$ cat config.mk
export PLATFORM = sky130hd
export DESIGN_NAME = pulse_train_sched_flat
export DESIGN_NICKNAME = d
export VERILOG_FILES = /design/src/rtl/pulse_sched_pkg.sv /design/src/rtl/pulse_train_sched_if.sv /design/src/rtl/pulse_rr_arb2.sv /design/src/rtl/pulse_train_sched.sv /design/src/flat_wrapper.sv
export SDC_FILE = /design/constraint.sdc
export NUM_CORES = 1
export LEC_CHECK = 0
export CORE_MARGIN = 2
export CORE_UTILIZATION = 48
export CTS_CLUSTER_SIZE = 25
export DETAILED_ROUTE_END_ITERATION = 7
export PLACE_DENSITY_LB_ADDON = 0.15
export SLEW_MARGIN = 20
export SYNTH_ARGS = -nofsm -noshare
export SYNTH_HDL_FRONTEND = slang
export SYNTH_SLANG_ARGS = --single-unit
$ cat constraint.sdc
create_clock -name clock -period 2.24 [get_ports clock]
set_input_delay 0.336 -clock clock [delete_from_list [all_inputs] [get_ports clock]]
set_output_delay 0.336 -clock clock [all_outputs]
set_load 0.01 [all_outputs]
$ cat src/rtl/pulse_sched_pkg.sv
// Shared constants and FSM state encoding for the pulse-train scheduler.
package pulse_sched_pkg;

  localparam int unsigned DefLenW   = 8;
  localparam int unsigned DefCntW   = 4;
  localparam int unsigned DefGapCyc = 4;

  localparam logic [1:0] StIdle = 2'd0;
  localparam logic [1:0] StHigh = 2'd1;
  localparam logic [1:0] StLow  = 2'd2;
  localparam logic [1:0] StGap  = 2'd3;

endpackage

$ cat src/rtl/pulse_train_sched_if.sv
// Request/operand/strobe bundle between requesters and the pulse-train scheduler.
interface pulse_train_sched_if #(
  parameter int unsigned LEN_W = 8,
  parameter int unsigned CNT_W = 4
);
  logic [1:0]       req;
  logic [LEN_W-1:0] hi_len_0;
  logic [LEN_W-1:0] lo_len_0;
  logic [CNT_W-1:0] count_0;
  logic [LEN_W-1:0] hi_len_1;
  logic [LEN_W-1:0] lo_len_1;
  logic [CNT_W-1:0] count_1;
  logic [1:0]       ack;
  logic [1:0]       done;
  logic             signal;
  logic             busy;
  logic             owner;

  modport master (
    output req, hi_len_0, lo_len_0, count_0, hi_len_1, lo_len_1, count_1,
    input  ack, done, signal, busy, owner
  );

  modport slave (
    input  req, hi_len_0, lo_len_0, count_0, hi_len_1, lo_len_1, count_1,
    output ack, done, signal, busy, owner
  );
endinterface

$ cat src/rtl/pulse_rr_arb2.sv
// Combinational 2-way round-robin arbiter; the last-owner pointer lives in the parent.
module pulse_rr_arb2 (
  input  logic [1:0] req_i,
  input  logic       last_owner_i,
  output logic [1:0] grant_o,
  output logic       sel_o
);

  always_comb begin
    sel_o = req_i[1];
    if (req_i == 2'b11) sel_o = ~last_owner_i;
    grant_o = 2'b00;
    if (req_i != 2'b00) grant_o = sel_o ? 2'b10 : 2'b01;
  end

endmodule

$ cat src/rtl/pulse_train_sched.sv
// Shares one pulse-train generator between two requesters via round-robin grant.
// Optional post-train idle gap enabled by defining PULSE_SCHED_GAP_EN.
module pulse_train_sched
  import pulse_sched_pkg::*;
#(
  parameter int unsigned LEN_W   = DefLenW,
  parameter int unsigned CNT_W   = DefCntW,
  parameter int unsigned GAP_CYC = DefGapCyc
) (
  input  logic         clock,
  input  logic         reset_n,
  pulse_train_sched_if.slave bus
);

`ifdef PULSE_SCHED_GAP_EN
  localparam bit GapEn = (GAP_CYC != 0);
`else
  localparam bit GapEn = 1'b0;
`endif

  logic [1:0]       state_q, state_d;
  logic [LEN_W-1:0] phase_q, phase_d;
  logic [CNT_W-1:0] pulse_q, pulse_d;
  logic [LEN_W-1:0] hi_q, hi_d;
  logic [LEN_W-1:0] lo_q, lo_d;
  logic             owner_q, owner_d;
  logic             last_owner_q, last_owner_d;
  logic             pend_q, pend_d;
  logic [1:0]       ack_q, ack_d;
  logic [1:0]       done_q, done_d;
  logic             signal_q, signal_d;
  logic             busy_q, busy_d;

  logic [1:0]       arb_grant;
  logic             arb_sel;
  logic [LEN_W-1:0] hi_sel, lo_sel;
  logic [CNT_W-1:0] cnt_sel;

  pulse_rr_arb2 u_arb (
    .req_i        (bus.req),
    .last_owner_i (last_owner_q),
    .grant_o      (arb_grant),
    .sel_o        (arb_sel)
  );

  // Zero-length phases behave as one cycle.
  always_comb begin
    hi_sel  = arb_sel ? bus.hi_len_1 : bus.hi_len_0;
    lo_sel  = arb_sel ? bus.lo_len_1 : bus.lo_len_0;
    cnt_sel = arb_sel ? bus.count_1  : bus.count_0;
    if (hi_sel == '0) hi_sel = LEN_W'(1);
    if (lo_sel == '0) lo_sel = LEN_W'(1);
  end

  always_comb begin
    state_d      = state_q;
    phase_d      = phase_q;
    pulse_d      = pulse_q;
    hi_d         = hi_q;
    lo_d         = lo_q;
    owner_d      = owner_q;
    last_owner_d = last_owner_q;
    pend_d       = pend_q;
    ack_d        = 2'b00;
    done_d       = 2'b00;
    signal_d     = signal_q;
    busy_d       = busy_q;

    case (state_q)
      StIdle: begin
        signal_d = 1'b0;
        busy_d   = 1'b0;
        // A zero-count grant reports done one cycle later and blocks re-grant meanwhile.
        if (pend_q) begin
          pend_d = 1'b0;
          done_d = owner_q ? 2'b10 : 2'b01;
        end else if (bus.req != 2'b00) begin
          ack_d        = arb_grant;
          owner_d      = arb_sel;
          last_owner_d = arb_sel;
          hi_d         = hi_sel;
          lo_d         = lo_sel;
          pulse_d      = cnt_sel;
          if (cnt_sel == '0) begin
            pend_d = 1'b1;
          end else begin
            state_d  = StHigh;
            phase_d  = hi_sel - LEN_W'(1);
            signal_d = 1'b1;
            busy_d   = 1'b1;
          end
        end
      end

      StHigh: begin
        if (phase_q == '0) begin
          state_d  = StLow;
          phase_d  = lo_q - LEN_W'(1);
          signal_d = 1'b0;
        end else begin
          phase_d = phase_q - LEN_W'(1);
        end
      end

      StLow: begin
        if (phase_q != '0) begin
          phase_d = phase_q - LEN_W'(1);
        end else if (pulse_q != CNT_W'(1)) begin
          state_d  = StHigh;
          pulse_d  = pulse_q - CNT_W'(1);
          phase_d  = hi_q - LEN_W'(1);
          signal_d = 1'b1;
        end else if (GapEn) begin
          state_d = StGap;
          phase_d = LEN_W'(GAP_CYC - 1);
        end else begin
          state_d = StIdle;
          busy_d  = 1'b0;
          done_d  = owner_q ? 2'b10 : 2'b01;
        end
      end

      StGap: begin
        if (phase_q == '0) begin
          state_d = StIdle;
          busy_d  = 1'b0;
          done_d  = owner_q ? 2'b10 : 2'b01;
        end else begin
          phase_d = phase_q - LEN_W'(1);
        end
      end

      default: begin
        state_d  = StIdle;
        signal_d = 1'b0;
        busy_d   = 1'b0;
      end
    endcase
  end

  always_ff @(posedge clock or negedge reset_n) begin
    if (!reset_n) begin
      state_q      <= StIdle;
      phase_q      <= '0;
      pulse_q      <= '0;
      hi_q         <= '0;
      lo_q         <= '0;
      owner_q      <= 1'b0;
      last_owner_q <= 1'b1;
      pend_q       <= 1'b0;
      ack_q        <= 2'b00;
      done_q       <= 2'b00;
      signal_q     <= 1'b0;
      busy_q       <= 1'b0;
    end else begin
      state_q      <= state_d;
      phase_q      <= phase_d;
      pulse_q      <= pulse_d;
      hi_q         <= hi_d;
      lo_q         <= lo_d;
      owner_q      <= owner_d;
      last_owner_q <= last_owner_d;
      pend_q       <= pend_d;
      ack_q        <= ack_d;
      done_q       <= done_d;
      signal_q     <= signal_d;
      busy_q       <= busy_d;
    end
  end

  assign bus.ack    = ack_q;
  assign bus.done   = done_q;
  assign bus.signal = signal_q;
  assign bus.busy   = busy_q;
  assign bus.owner  = owner_q;

endmodule

$ cat src/flat_wrapper.sv
// flat-port wrapper written by rule: the top's interface ports become plain ports
module pulse_train_sched_flat import pulse_sched_pkg::*;
#(
  parameter int unsigned LEN_W   = DefLenW,
  parameter int unsigned CNT_W   = DefCntW,
  parameter int unsigned GAP_CYC = DefGapCyc
)
  (clock, reset_n, bus_req, bus_hi_len_0, bus_lo_len_0, bus_count_0, bus_hi_len_1, bus_lo_len_1, bus_count_1, bus_ack, bus_done, bus_signal, bus_busy, bus_owner);
  pulse_train_sched_if #(.LEN_W(LEN_W), .CNT_W(CNT_W)) bus_i ();
  input  logic clock;
  input  logic reset_n;
  input wire logic [$bits(bus_i.req)-1:0] bus_req;
  input wire logic [$bits(bus_i.hi_len_0)-1:0] bus_hi_len_0;
  input wire logic [$bits(bus_i.lo_len_0)-1:0] bus_lo_len_0;
  input wire logic [$bits(bus_i.count_0)-1:0] bus_count_0;
  input wire logic [$bits(bus_i.hi_len_1)-1:0] bus_hi_len_1;
  input wire logic [$bits(bus_i.lo_len_1)-1:0] bus_lo_len_1;
  input wire logic [$bits(bus_i.count_1)-1:0] bus_count_1;
  output wire logic [$bits(bus_i.ack)-1:0] bus_ack;
  output wire logic [$bits(bus_i.done)-1:0] bus_done;
  output wire logic [$bits(bus_i.signal)-1:0] bus_signal;
  output wire logic [$bits(bus_i.busy)-1:0] bus_busy;
  output wire logic [$bits(bus_i.owner)-1:0] bus_owner;
  assign bus_i.req = bus_req;
  assign bus_i.hi_len_0 = bus_hi_len_0;
  assign bus_i.lo_len_0 = bus_lo_len_0;
  assign bus_i.count_0 = bus_count_0;
  assign bus_i.hi_len_1 = bus_hi_len_1;
  assign bus_i.lo_len_1 = bus_lo_len_1;
  assign bus_i.count_1 = bus_count_1;
  assign bus_ack = bus_i.ack;
  assign bus_done = bus_i.done;
  assign bus_signal = bus_i.signal;
  assign bus_busy = bus_i.busy;
  assign bus_owner = bus_i.owner;
  pulse_train_sched #(.LEN_W(LEN_W), .CNT_W(CNT_W), .GAP_CYC(GAP_CYC)) u_core (.clock(clock), .reset_n(reset_n), .bus(bus_i));
endmodule
==> flow_metrics.tcl <==
set metrics [dict create \
    path_clk_slew_ps 80 \
    syn_nets 400 \
    portBuffers 50 \
    ctsHoldBuffers 0 \
    gp_congestion 0.997 \
    layout-drive-gt1-share_pct 21.7 \
    pwr-share-seq_pct 32.3 \
    cts-root-buf "clkbuf_8" \
    synth_edf_count 0 \
    arrival_ps 2410 \
    dr_wl_met3_um 504 \
    grt_overflow 0 \
    grt_first_pass_wirelength_um 14300 \
    die_y_um 82.0 \
    clk_latency_ps 300 \
    power.total_mw 4.38 \
    start_util_pct 49.6 \
    yosysSeqAreaShare_pct 33.5 \
    setup_viol 0 \
    num-nets-final 509 \
    crit_path_max_fanout 7 \
    ant_nets 0 \
    cts_buffer_depth 2 \
    fp.dieW_um 82.0 \
    ir_drop_v 0.000767 \
    crit_type "input pin to register" \
    synth.cell_area_um2 2920 \
    status "completed" \
    synth_cell_types 61 \
    grt_max_degree 37 \
    yosys_register_bits 39 \
    period_share_pct 97.5 \
    cap_violations 0 \
    combPwrFrac_pct 56.9 \
    h-tree-depth 2 \
    die_area_um2 6720 \
    dr.pass1.iters 5 \
    required_ps 2470 \
    worstSetupStartpointType "input pin" \
    clock_skew_ps 7.02 \
    total_leakage_power_nw 1.81 \
    wl_per_cell_um 16.6 \
    cp_top_family "compound AO/OA/AOI/OAI gates" \
    hold_viol 0 \
    dp_hpwl_um 6910 \
    slew_headroom_pct 62.7 \
    powerDensity_nw_per_um2 1060 \
    clockPowerShare_pct 10.8 \
    ys.flop_type "dfrtp_1" \
    fmax_mhz 458 \
    drc 0 \
    cts_buffers 5 \
    wl_um 8830 \
    worst_slew_pin_slew_ps 555 \
    slowest_stage "a2111oi_1" \
    tritoncts "built" \
    vias 3141 \
    setup.worst_path.end_class "register" \
    design_area_um2 4150 \
    first_iter_violations 199 \
    core_um2 5890 \
    cp_num_buf_inv 3 \
    top_layer "met4" \
    async_flop_share_pct 100 \
    num_io_pins 51 \
    syn_inst 346 \
    num_rows 28 \
    crit_chain "clkdlybuf4s50_1 -> buf_4 -> a21boi_4 -> buf_6 -> mux2_2 -> a2111oi_1 -> a221oi_2 -> o21ai_1" \
    switching_share_pct 44.0 \
    ys_warn_count 0 \
    period_needed_ps 2180 \
    diodes 0 \
    avgSynthCellArea_um2 8.43 \
    clock_sinks 39 \
    grt_pass1_vias 2951 \
    antenna_found_initial 0 \
    drt-met1-wl_um 3970 \
    drt-vias-per-instance 5.92 \
    maxSlewViolCount 0 \
    power.switching_mw 1.92 \
    grt_usage_pct 27.7 \
    max_stage_delay_ps 500 \
    placed_area_um2 3930 \
    power.internal_mw 2.45 \
    hp-class "input pin to async pin" \
    dr_wl_met2_um 4230 \
    area_growth_pct 42.2 \
]
synthesized netlist by cell type, drive strengths merged, types with 2 or more instances:
library cell | n | share of area, %
o211ai | 8 | 2.1
a22o | 2 | 0.60
dfrtp | 38 | 33
mux2i | 21 | 7.2
o22ai | 2 | 0.43
and3 | 2 | 0.43
inv | 16 | 2.1
nor4 | 11 | 2.4
nor2 | 11 | 1.4
clkbuf | 10 | 1.3
o21bai | 3 | 0.77
and2 | 2 | 0.43
o21ai | 38 | 6.5
mux2 | 6 | 2.3
or4 | 6 | 1.7
xnor2 | 2 | 0.60
nand3 | 3 | 0.51
a211oi | 6 | 1.5
nand2 | 44 | 5.7
a21oi | 17 | 3.0
o31a | 2 | 0.60
o2bb2ai | 2 | 0.60
buf | 4 | 0.69
nand2b | 5 | 1.1
o21a | 2 | 0.51
a31oi | 3 | 0.64
xor2 | 4 | 1.2
nor3 | 19 | 3.3
o22a | 2 | 0.60
nor3b | 4 | 1.0
a21o | 3 | 0.77
o31ai | 5 | 1.3
a221oi | 3 | 0.90
or3 | 8 | 1.7
ha | 10 | 4.3
a21boi | 2 | 0.64
power groups by stage:
stage	registers, mW	logic (mW)	clock network [mW]
final	1.41	2.49	0.472
after global routing	1.48	2.74	0.509
after CTS	1.39	2.36	0.479
after detailed placement	1.41	2.34	0
after global placement	1.39	2.29	0
after floorplan	1.32	1.51	0
cells in the final DEF (no fill, tap or decap), types with 4 or more instances in the layout:
master,Yosys,layout
clkdlybuf4s50_1,0,49
clkbuf_8,0,5
nor3_1,19,17
o21ai_1,19,18
inv_1,16,16
nor2_1,11,11
buf_4,0,64
nand2b_1,5,5
xor2_1,4,4
ha_1,10,9
or3_1,8,6
o21ai_0,19,18
dfrtp_1,38,38
a21oi_1,16,16
or4_1,5,5
nor4_1,11,11
nand2_1,44,44
a211oi_1,6,6
o31ai_1,5,5
mux2_2,4,4
o211ai_1,8,8
mux2i_1,21,19
state kept, by name (all words and copies together), names as in the netlist:
register	cells
u_core.bus.ack	2
u_core.bus.busy	1
u_core.bus.done	2
u_core.bus.owner	1
u_core.bus.signal	1
u_core.hi_q	8
u_core.last_owner_q	1
u_core.lo_q	8
u_core.pend_q	1
u_core.phase_q	8
u_core.pulse_q	4
u_core.state_q	2
per-layer routing:
| metal | vias to the layer above | GRT usage [%] |
|---|---|---|
| met5 | - | 0 |
| met4 | 0 | 5.67 |
| met3 | 14 | 4.73 |
| met2 | 104 | 45.5 |
| met1 | 1495 | 38.3 |
| li1 | 1528 | - |
worst paths after layout:
check	end	start	cells after the start	slack, ps
min in group clock	u_core.bus.done[0]$_DFF_PN0_	u_core.bus.owner$_DFFE_PN0P_	1	480
max	u_core.phase_q[3]$_DFFE_PN0P_	bus_req[1]	8	60
min	u_core.phase_q[1]$_DFFE_PN0P_	reset_n	1	10
min reg2reg	u_core.bus.done[0]$_DFF_PN0_	u_core.bus.owner$_DFFE_PN0P_	1	480
max reg2reg	u_core.phase_q[3]$_DFFE_PN0P_	u_core.state_q[0]$_DFFE_PN0P_	9	100
max in group asynchronous	u_core.hi_q[7]$_DFFE_PN0P_	reset_n	2	1660
what timing repair did:
action | 4_1_cts | 5_1_grt
buffers inserted | 1 | 3
gates resized for setup | 5 | 19
setup endpoints to repair | 3 | 9
pin swaps | 1 | 5
hold endpoints to repair | 0 | 0
worst register-to-register path, cell delays in order, from the launching register on:
cell,delay (ps)
dfrtp_1,400
inv_1,90
ha_1,240
nor4bb_1,140
buf_4,150
o211ai_1,240
o211ai_1,190
buf_4,200
a221oi_2,270
o21ai_1,100
cells by family after synthesis:
kind of cell	Yosys count	share of synthesized area (%)
DFF	39	33.5
muxes	27	9.52
adders and majority gates	10	4.29
xor gates and xnor gates	6	1.80
buffers and inverters	31	4.16
AOI/OAI and AO/OA	111	25.0
and+or+nand+nor	122	21.8
per-stage QoR:
| step | instances | utilization [%] | hold slack, ps | setup TNS [ps] | setup slack, ps |
|---|---|---|---|---|---|
| 5_1_grt | 531 | 70.5 | 47.4 | -16.1 | -15.0 |
| 3_5_place_dp | 519 | 66.7 | 354 | -2460 | -500 |
| 4_1_cts | 528 | 68.6 | 40.6 | 0 | 15.6 |
| 2_1_floorplan | 346 | - | 40.4 | 0 | 13.3 |
| 6_report | 531 | 70.5 | 12.9 | 0 | 57.1 |
| 3_3_place_gp | 519 | 66.7 | 353 | -1990 | -352 |
area by class of cell:
cell class,instances,area [µm²]
timing repair buffer,116,1010
clock inverter,2,12.5
inverter,17,63.8
fill,472,1740
sequential,39,977
clock buffer,6,72.6
multi-input combinational,276,1920
tap,75,93.8
Note: power is estimated with default switching activity, not from simulation.
